<file path="src/rtl/processor.sv">
// processor_pkg
//   Shared controller state type. The numeric state values are part of the
//   visible interface (the controller's `state` register is probed by value).
package processor_pkg;

  typedef enum logic [2:0] {
    FETCH     = 3'd0,
    DECODE    = 3'd1,
    EXEC      = 3'd2,
    WRITEBACK = 3'd3,
    LOADI     = 3'd4
  } state_t;

  localparam logic [5:0] OP_AND = 6'd6;
  localparam logic [5:0] OP_OR  = 6'd7;
  localparam logic [5:0] OP_XOR = 6'd8;
  localparam logic [5:0] OP_NOT = 6'd9;
  localparam logic [5:0] OP_LI  = 6'd10;

endpackage

// register
//   One 32-bit general register. Not reset: it powers up undefined and keeps
//   its contents across a controller reset.
//   clk  : clock
//   we   : write enable, sampled on the rising edge
//   d    : write data
//   q    : current contents
module register (
  input  logic        clk,
  input  logic        we,
  input  logic [31:0] d,
  output logic [31:0] q
);

  logic [31:0] internal;

  always_ff @(posedge clk) begin
    if (we) internal <= d;
  end

  assign q = internal;

endmodule

// controller
//   Multi-cycle sequencing FSM. Chooses the next state from the opcode on the
//   instruction bus while in FETCH and from the latched IR opcode afterwards.
//   clk      : clock
//   reset    : asynchronous, active-low
//   op_fetch : opcode currently on the instruction input
//   op_ir    : opcode held in IR
//   state_o  : current state
//   to_fetch : combinational, high on the cycle whose edge returns to FETCH
//   sys_dne  : registered one-cycle completion pulse
module controller
  import processor_pkg::*;
(
  input  logic       clk,
  input  logic       reset,
  input  logic [5:0] op_fetch,
  input  logic [5:0] op_ir,
  output state_t     state_o,
  output logic       to_fetch,
  output logic       sys_dne
);

  state_t state;
  state_t state_d;

  always_comb begin
    state_d  = state;
    to_fetch = 1'b0;
    case (state)
      FETCH: begin
        if (op_fetch == OP_LI)       state_d = LOADI;
        else if (op_fetch == OP_NOT) state_d = EXEC;
        else                         state_d = DECODE;
      end
      DECODE: begin
        if (op_ir == OP_AND || op_ir == OP_OR || op_ir == OP_XOR) begin
          state_d = EXEC;
        end else begin
          state_d  = FETCH;
          to_fetch = 1'b1;
        end
      end
      EXEC:      state_d = WRITEBACK;
      WRITEBACK: begin
        state_d  = FETCH;
        to_fetch = 1'b1;
      end
      LOADI: begin
        state_d  = FETCH;
        to_fetch = 1'b1;
      end
      default: begin
        state_d  = FETCH;
        to_fetch = 1'b1;
      end
    endcase
  end

  always_ff @(posedge clk or negedge reset) begin
    if (!reset) begin
      state   <= FETCH;
      sys_dne <= 1'b0;
    end else begin
      state   <= state_d;
      sys_dne <= to_fetch;
    end
  end

  assign state_o = state;

endmodule

// processor
//   Multi-cycle 32-bit core: 32 general registers (r0..r31), controller `c`
//   and a bitwise logic ALU. Executes LI, AND, OR, XOR and NOT; any other
//   opcode is a NOP.
//   clk         : clock, rising edge
//   reset       : asynchronous, active-low
//   instruction : instruction word, sampled on the edge leaving FETCH
//   addr        : program counter / instruction address
//   out         : data most recently written to the register file
//   sys_dne     : one-cycle pulse on instruction completion
//   rw          : memory direction, always 0 (read)
module processor
  import processor_pkg::*;
(
  input  logic        clk,
  input  logic        reset,
  input  logic [31:0] instruction,
  output logic [31:0] addr,
  output logic [31:0] out,
  output logic        sys_dne,
  output logic        rw
);

  state_t      state;
  logic        to_fetch;

  logic [31:0] ir_q,  ir_d;
  logic [31:0] a_q,   a_d;
  logic [31:0] b_q,   b_d;
  logic [31:0] z_q,   z_d;
  logic [31:0] pc_q,  pc_d;
  logic [31:0] out_q, out_d;
  logic        rw_q;

  logic [31:0] we;
  logic [31:0] wdata;
  logic [31:0] rq [32];

  logic [5:0]  op;
  logic [4:0]  rs, rt, rd;
  logic [15:0] imm;
  logic [31:0] rs_val, rt_val;

  assign op  = ir_q[31:26];
  assign rs  = ir_q[25:21];
  assign rt  = ir_q[20:16];
  assign rd  = ir_q[15:11];
  assign imm = ir_q[15:0];

  assign rs_val = rq[rs];
  assign rt_val = rq[rt];

  controller c (
    .clk      (clk),
    .reset    (reset),
    .op_fetch (instruction[31:26]),
    .op_ir    (op),
    .state_o  (state),
    .to_fetch (to_fetch),
    .sys_dne  (sys_dne)
  );

  register r0  (.clk(clk), .we(we[0]),  .d(wdata), .q(rq[0]));
  register r1  (.clk(clk), .we(we[1]),  .d(wdata), .q(rq[1]));
  register r2  (.clk(clk), .we(we[2]),  .d(wdata), .q(rq[2]));
  register r3  (.clk(clk), .we(we[3]),  .d(wdata), .q(rq[3]));
  register r4  (.clk(clk), .we(we[4]),  .d(wdata), .q(rq[4]));
  register r5  (.clk(clk), .we(we[5]),  .d(wdata), .q(rq[5]));
  register r6  (.clk(clk), .we(we[6]),  .d(wdata), .q(rq[6]));
  register r7  (.clk(clk), .we(we[7]),  .d(wdata), .q(rq[7]));
  register r8  (.clk(clk), .we(we[8]),  .d(wdata), .q(rq[8]));
  register r9  (.clk(clk), .we(we[9]),  .d(wdata), .q(rq[9]));
  register r10 (.clk(clk), .we(we[10]), .d(wdata), .q(rq[10]));
  register r11 (.clk(clk), .we(we[11]), .d(wdata), .q(rq[11]));
  register r12 (.clk(clk), .we(we[12]), .d(wdata), .q(rq[12]));
  register r13 (.clk(clk), .we(we[13]), .d(wdata), .q(rq[13]));
  register r14 (.clk(clk), .we(we[14]), .d(wdata), .q(rq[14]));
  register r15 (.clk(clk), .we(we[15]), .d(wdata), .q(rq[15]));
  register r16 (.clk(clk), .we(we[16]), .d(wdata), .q(rq[16]));
  register r17 (.clk(clk), .we(we[17]), .d(wdata), .q(rq[17]));
  register r18 (.clk(clk), .we(we[18]), .d(wdata), .q(rq[18]));
  register r19 (.clk(clk), .we(we[19]), .d(wdata), .q(rq[19]));
  register r20 (.clk(clk), .we(we[20]), .d(wdata), .q(rq[20]));
  register r21 (.clk(clk), .we(we[21]), .d(wdata), .q(rq[21]));
  register r22 (.clk(clk), .we(we[22]), .d(wdata), .q(rq[22]));
  register r23 (.clk(clk), .we(we[23]), .d(wdata), .q(rq[23]));
  register r24 (.clk(clk), .we(we[24]), .d(wdata), .q(rq[24]));
  register r25 (.clk(clk), .we(we[25]), .d(wdata), .q(rq[25]));
  register r26 (.clk(clk), .we(we[26]), .d(wdata), .q(rq[26]));
  register r27 (.clk(clk), .we(we[27]), .d(wdata), .q(rq[27]));
  register r28 (.clk(clk), .we(we[28]), .d(wdata), .q(rq[28]));
  register r29 (.clk(clk), .we(we[29]), .d(wdata), .q(rq[29]));
  register r30 (.clk(clk), .we(we[30]), .d(wdata), .q(rq[30]));
  register r31 (.clk(clk), .we(we[31]), .d(wdata), .q(rq[31]));

  // Write enables are decoded from the current state, so an asynchronous
  // reset (which forces FETCH) suppresses any pending register write.
  always_comb begin
    ir_d  = ir_q;
    a_d   = a_q;
    b_d   = b_q;
    z_d   = z_q;
    out_d = out_q;
    pc_d  = pc_q;
    we    = '0;
    wdata = z_q;

    case (state)
      FETCH:  ir_d = instruction;
      DECODE: begin
        a_d = rs_val;
        b_d = rt_val;
      end
      EXEC: begin
        case (op)
          OP_AND:  z_d = a_q & b_q;
          OP_OR:   z_d = a_q | b_q;
          OP_XOR:  z_d = a_q ^ b_q;
          // NOT skips DECODE, so its operand comes straight from the file.
          OP_NOT:  z_d = ~rs_val;
          default: z_d = z_q;
        endcase
      end
      WRITEBACK: begin
        wdata = z_q;
        out_d = z_q;
        if (op == OP_NOT) we[rt] = 1'b1;
        else              we[rd] = 1'b1;
      end
      LOADI: begin
        wdata  = {16'h0000, imm};
        out_d  = {16'h0000, imm};
        we[rs] = 1'b1;
      end
      default: ;
    endcase

    if (to_fetch) pc_d = pc_q + 32'd1;
  end

  always_ff @(posedge clk or negedge reset) begin
    if (!reset) begin
      ir_q  <= '0;
      a_q   <= '0;
      b_q   <= '0;
      z_q   <= '0;
      pc_q  <= '0;
      out_q <= '0;
      rw_q  <= 1'b0;
    end else begin
      ir_q  <= ir_d;
      a_q   <= a_d;
      b_q   <= b_d;
      z_q   <= z_d;
      pc_q  <= pc_d;
      out_q <= out_d;
      rw_q  <= 1'b0;
    end
  end

  assign addr = pc_q;
  assign out  = out_q;
  assign rw   = rw_q;

endmodule

</file>
<file path="config.mk">
export PLATFORM = sky130hd
export DESIGN_NAME = processor
export DESIGN_NICKNAME = d
export VERILOG_FILES = /design/src/rtl/processor.sv
export SDC_FILE = /design/constraint.sdc
export NUM_CORES = 2
export LEC_CHECK = 0
export ABC_CLOCK_PERIOD_IN_PS = 3600
export CAP_MARGIN = 0
export CORE_UTILIZATION = 53
export DETAILED_ROUTE_END_ITERATION = 12
export HOLD_SLACK_MARGIN = 0.15
export PLACE_DENSITY = 0.72
export SKIP_CTS_REPAIR_TIMING = 1
export SYNTH_ARGS = -nofsm -noshare
export SYNTH_HDL_FRONTEND = slang
export SYNTH_SLANG_ARGS = --single-unit
</file>
<file path="constraint.sdc">
create_clock -name clk -period 3.6 [get_ports clk]
set_input_delay 0.54 -clock clk [delete_from_list [all_inputs] [get_ports clk]]
set_output_delay 0.54 -clock clk [all_outputs]
set_load 0.05 [all_outputs]
</file>
[After elaboration in Yosys (flattened, before gate mapping)]
Cells that the tools add are included.
Cells by class
  add/subtract/negate cells: 1
  magnitude comparators: 8
  equality and inequality tests: 10
  multiplexer cells: 23
  bitwise gates (word level): 6
  reductions and logical operators: 10
Operator list (number)
  binary-select mux 32 bit (select 5 bit): 2
  2-to-1 mux 32 bit: 6
  case mux 32 bit (2 select lines): 2
  case mux 32 bit (4 select lines): 1
  adder 32 x 1 -> 32 bit, second input constant: 1
  bitwise AND 32 bit: 1
  NOT 32 bit: 1
  bitwise OR 32 bit: 1
  XOR 32 bit: 1
  equality test 6 x 4 -> 1 bit, second input constant: 4
  less-than comparator 5 x 6 -> 1 bit, second input constant: 3
  demux 1 bit (select 5 bit): 3
  greater-or-equal comparator 5 x 1 -> 1 bit, second input constant: 3
  equality test 6 x 3 -> 1 bit, second input constant: 2
  greater-or-equal comparator 6 bit, second input constant: 2
  NOT 5 -> 6 bit: 2
  case mux 3 bit (3 select lines): 1
  equality test 3 x 2 -> 1 bit, second input constant: 2
  2-to-1 mux 1 bit: 4
  2-to-1 mux 2 bit: 2
  nonzero test 4 bit: 1
  equality test 3 x 1 -> 1 bit, second input constant: 1
  equality test 3 bit, second input constant: 1
  logical AND 1 bit: 3
  other kinds (7): 8
Word-level totals
  flip-flop bits (word level): 1220
  input port bits: 34
  output and inout port bits: 66
  word-level logic and storage cells: 98

[Depth between registers and ports, before layout]
  word-level depth: 6
  gate-level depth with buffers: 9
  mapped depth without buffers: 6

[By module]
Synthesis repeated with hierarchy kept, for this count alone.
Second synthesis, totals
  cells, all modules: 3914
  area, all modules: 57456.4 um^2
By module, submodules not included
  register: instances 32, cells each 32, area an instance 960.9 um^2, seq. area each 960.9 um^2
  processor: instances 1, cells each 2871, area an instance 26485.4 um^2, seq. area each 4804.6 um^2
  controller: instances 1, cells each 19, area an instance 221.5 um^2, seq. area each 100.1 um^2

[Least setup slack after synthesis]
OpenSTA, ideal clock, no wires.
  path kind: reg-to-reg
  from: register ir_q[16]
  to: register r12.internal[0], in the netlist r12.q[0], enable pin
  setup time: 433 ps
  arrival: 3152 ps
  required time: 3167 ps
  path slack: 15 ps
  stages on the path, launching flop included: 8
  buffers on the path: 4
  period minus slack after synthesis: 3585 ps
  cell sequence: dfrtp_1 -> buf_4 -> buf_4 -> buf_4 -> buf_4 -> nor2_1 -> a31oi_1 -> o22ai_1
Between the ends
  cells in the longest elaborated chain, start to end: 6
  elaborated cells on any way between the ends: 7
  classes of those cells: order compare (2); mux (4); reduce/logical (1)
Ends and longest elaborated chain
  start, declared: line 144  | logic [31:0] ir_q, ir_d;
  start signal, assigned: line 268  | ir_q <= ir_d;
  less-than comparator 5 x 6 -> 1 bit (not written as such) / greater-or-equal comparator 5 x 1 -> 1 bit (equally long branches): line 244  | if (op == OP_NOT) we[rt] = 1'b1;
  logical AND 1 bit (not written as such): line 244
  2-to-1 mux 1 bit (not written as such): line 244
  demux 1 bit (select 5 bit) (*): line 244
  2-to-1 mux 32 bit (*): line 244
  case mux 32 bit (2 select lines) (*): line 225  | case (state)
  net r12.we: line 31  | input logic we,
  end signal, assigned: line 39  | if (we) internal <= d;
  end, declared: line 36  | logic [31:0] internal;
Mark *: on every way through the listed nets, which the timed path passes. The rest lies on a longest branch.
A chain may end at the register's enable or synchronous reset.

[Worst setup path after layout]
  from: register ir_q[25]
  to: register z_q[11]
Between the ends
  cells in the longest elaborated chain, start to end: 6
Ends and longest elaborated chain
  NOT 5 -> 6 bit (not written as such): line 167  | assign rs_val = rq[rs];
  binary-select mux 32 bit (select 5 bit): line 167
  2-to-1 mux 32 bit (not written as such) (2 in a row): line 167
  NOT 32 bit: line 237  | OP_NOT: z_d = ~rs_val;
  case mux 32 bit (4 select lines): line 232  | case (op)
  end signal, assigned: line 271  | z_q <= z_d;
  end, declared: line 147  | logic [31:0] z_q, z_d;
Every way passes these cells. The select of a mux whose other input is x is not followed.

==> results.py <==
metrics = {
    "sta": {
        "final_setup_violation_count": 0,
        "timing.final.crit_share": 0.869,
        "period_needed_ns": 3.13,
        "final-max-slew-violation-count": 0,
        "clock-skew-final_ns": 0.0296,
        "actual_transition_at_the_worst_max_transition_pin_ns": 1.22,
        "fin_setup_tns_ns": 0,
        "max_freq_mhz": 320,
        "max_slew_margin": 0.182,
        "hold_violations": 0,
        "timing.final.ws_setup_ns": 0.473,
        "rsz_0062_raised_after_global_routing": "false",
    },
    "worst_setup_path": {
        "setup.reg_to_reg.worst_slack_ns": 0.47,
        "number_of_cells_traversed_by_the_worst_register_to_register_path": 7,
        "worstPathRequired_ns": 4.28,
        "critPathBufInv": 2,
        "reg2reg_to": "z_q[11]$_DFFE_PN0P_",
        "path_cells": "buf_4 > nand4b_4 > buf_4 > o22ai_1 > nor4_1 > nand3_1 > a21oi_1",
        "critical_path.most_common_cell": "sky130_fd_sc_hd__buf_4",
        "critical-path-slowest-cell": "sky130_fd_sc_hd__dfrtp_1",
        "timing.setup.critical_path_class": "reg -> reg",
        "setup.worst_path.end_class": "register",
        "cp-start-kind": "register",
        "crit-reg2reg-launch": "ir_q[25]$_DFFE_PN0N_",
        "startpoint_of_the_most_critical_setup_path": "ir_q[25]$_DFFE_PN0N_",
        "path_delay_family": "simple AND/OR/NAND/NOR gates",
        "crit_path_max_incr_delay_ns": 0.75,
        "timing.critical_path.arrival_ns": 3.81,
        "cp_max_fo": 23,
    },
    "finish": {
        "fin_cells": 5512,
        "layout.nets": 4097,
        "multi_input_combinational_cell_area_mm2": 0.0203,
        "fillCellCount": 7802,
        "ff_latch_area_mm2": 0.0357,
        "area_growth_syn_to_layout_pct": 14.6,
        "finish.instance_area_mm2": 0.0655,
        "post_route_cells_drive_above_1_share": 0.171,
    },
    "floorplan": {
        "chipHeight_um": 330,
        "row_count": 120,
        "initial_utilization": 0.534,
        "placeableCoreArea_mm2": 0.107,
        "die_x_um": 330,
        "design.portCount": 100,
        "fp.dieArea_mm2": 0.109,
    },
    "routing": {
        "viasPerCell": 7.26,
        "wire_per_inst_um": 36.2,
        "detail_route.iter0.violations": 6985,
        "routed_wirelength_um": 199000,
        "route.antenna.remaining_nets": 0,
        "drc_errors": 0,
        "vias": 40000,
        "first_pass_iteration_count_of_the_detailed_router": 8,
    },
    "logic_synthesis": {
        "yosysTopAreaCellShare": 0.538,
        "synth_nets": 3925,
        "syn-mean-instance-area_um2": 14.9,
        "synth.yosys.warnings": 0,
        "synth_top_cells_by_area": "sky130_fd_sc_hd__edfxtp_1 54%, sky130_fd_sc_hd__mux2i_1 13%, sky130_fd_sc_hd__dfrtp_1 8.6%",
        "synth.yosys.seq_area_share": 0.624,
        "synth.cell_area_mm2": 0.0572,
        "synth_edf_count": 1024,
        "synth_cell_types": 72,
        "async_flop_share": 0.161,
        "yosys_most_used_dff": "sky130_fd_sc_hd__edfxtp_1",
        "yosys_register_bits": 1220,
        "post_synth_inst_count": 3826,
        "yosysTopAreaCell": "sky130_fd_sc_hd__edfxtp_1",
        "yosysMostFrequentCell": "sky130_fd_sc_hd__edfxtp_1",
        "ys_top_cells_by_count": "1,024 x sky130_fd_sc_hd__edfxtp_1, 731 x sky130_fd_sc_hd__mux2i_1, 361 x sky130_fd_sc_hd__o22ai_1",
    },
    "clock_tree": {
        "cts.clk_slew.worst_paths_ns": 0.06,
        "clock_insertion_delay_worst_skew_ns": 0.76,
        "clock_sinks": 1220,
        "clk_path_buf_depth": 3,
        "tritoncts": "yes",
        "cts_inserted_buffers": 131,
        "clock_tree.htree_level_count": 4,
        "clock-root-buffer": "sky130_fd_sc_hd__clkbuf_16",
    },
    "place": {
        "number_of_buffer_cells_added_on_primary_ports": 98,
        "placement.setup.worst_slack_ns": 0.593,
        "gpl.final_weighted_congestion": 0.951,
        "post_dp_cell_area_mm2": 0.0612,
        "dp.cells": 5267,
        "final_hpwl_from_detailed_placement_um": 120000,
    },
    "run": {
        "timing.max_cap.violations": 0,
    },
    "power": {
        "power_density_cells_mw_per_mm2": 853,
        "cellLeakagePower_nw": 24.0,
        "power.ir.vdd_worst_mv": 0.543,
    },
    "global_routing": {
        "grt_pass1_wl_um": 277000,
        "groute.usage.overall": 0.362,
        "antenna_found_initial": 5,
        "maximum_number_of_pins_on_one_net_before_global_route_repair": 101,
        "grt.overflow.total": 0,
        "grt_pass1_vias": 38000,
    },
    "outcome": {
        "status": "complete, no violations",
    },
    "min_path": {
        "min-delay-path-class": "in -> async",
    },
}
## per-stage QoR
stage	util	hold WS, ns	total power, W
2_1_floorplan	-	0.244	0.0340
3_3_place_gp	0.572	0.476	0.0415
3_5_place_dp	0.572	0.483	0.0419
4_1_cts	0.612	-0.182	0.0552
5_1_grt	0.612	0.396	0.0573
6_report	0.612	0.396	0.0559
## metal layers
metal,global-route usage,routed length [µm],vias up
li1,-,-,15800
met1,0.483,70800,19900
met2,0.528,85500,3534
met3,0.107,29300,806
met4,0.214,13800,6
met5,0,32,-
## how the worst max path moves through the flow
stage | end | slack [ns] | depth (start not counted)
floorplan | r12.q[0]$_DFFE_PP_ | 0.01 | 7
detailed placement | z_q[11]$_DFFE_PN0P_ | 0.59 | 7
global placement | b_q[9]$_DFFE_PN0P_ | 0.68 | 7
CTS | z_q[11]$_DFFE_PN0P_ | 0.60 | 7
finish | z_q[11]$_DFFE_PN0P_ | 0.47 | 7
global route | z_q[11]$_DFFE_PN0P_ | 0.40 | 7
## power by group
group          switching, W  internal [W]  leakage, nW
logic                0.0145       0.00826         10.2
clock network       0.00569       0.00776         2.10
registers           0.00137        0.0183         11.7
## worst register-to-register path, cell delays in order, from the launching register on
cell and delay (ns):
sky130_fd_sc_hd__dfrtp_1 0.75, sky130_fd_sc_hd__buf_4 0.29, sky130_fd_sc_hd__nand4b_4 0.28, sky130_fd_sc_hd__buf_4 0.69, sky130_fd_sc_hd__o22ai_1 0.15, sky130_fd_sc_hd__nor4_1 0.54, sky130_fd_sc_hd__nand3_1 0.17, sky130_fd_sc_hd__a21oi_1 0.18
## logic make-up (layout without fill, tap and decap cells)
family                   count (synthesis)  in the layout  share of synthesized area
flip-flops                            1220           1220                      0.624
other                                    1              4                  0.0000656
AND/OR/NAND/NOR                        507            507                     0.0494
AO/OA/AOI/OAI                          694            694                     0.0804
XOR/XNOR                                32             32                    0.00490
adder cells (fa/ha/maj)                 65             65                     0.0142
multiplexers                           928            928                      0.195
buffers and inverters                  379            659                     0.0325
## cells in the final DEF (no fill, tap or decap), drive strengths merged, types with 29 or more instances in the layout
master,n
a21oi,68
a22oi,47
a31oi,64
buf,231
clkbuf,180
clkdlybuf4s50,97
clkinv,50
dfrtp,196
edfxtp,1024
ha,65
inv,91
mux2,55
mux2i,731
mux4,142
nand3,62
nor2,160
nor3,58
nor4,67
o22ai,361
xnor2,29
## final cells by class
cell class                 count  area share
clock buffer                 180      0.0566
antenna                        3    0.000115
inverter                      89     0.00510
multi-input combinational   2227       0.310
sequential                  1220       0.544
timing repair buffer         329      0.0486
tap                         1403      0.0268
clock inverter                61     0.00855
(Power assumes the default switching activity.)
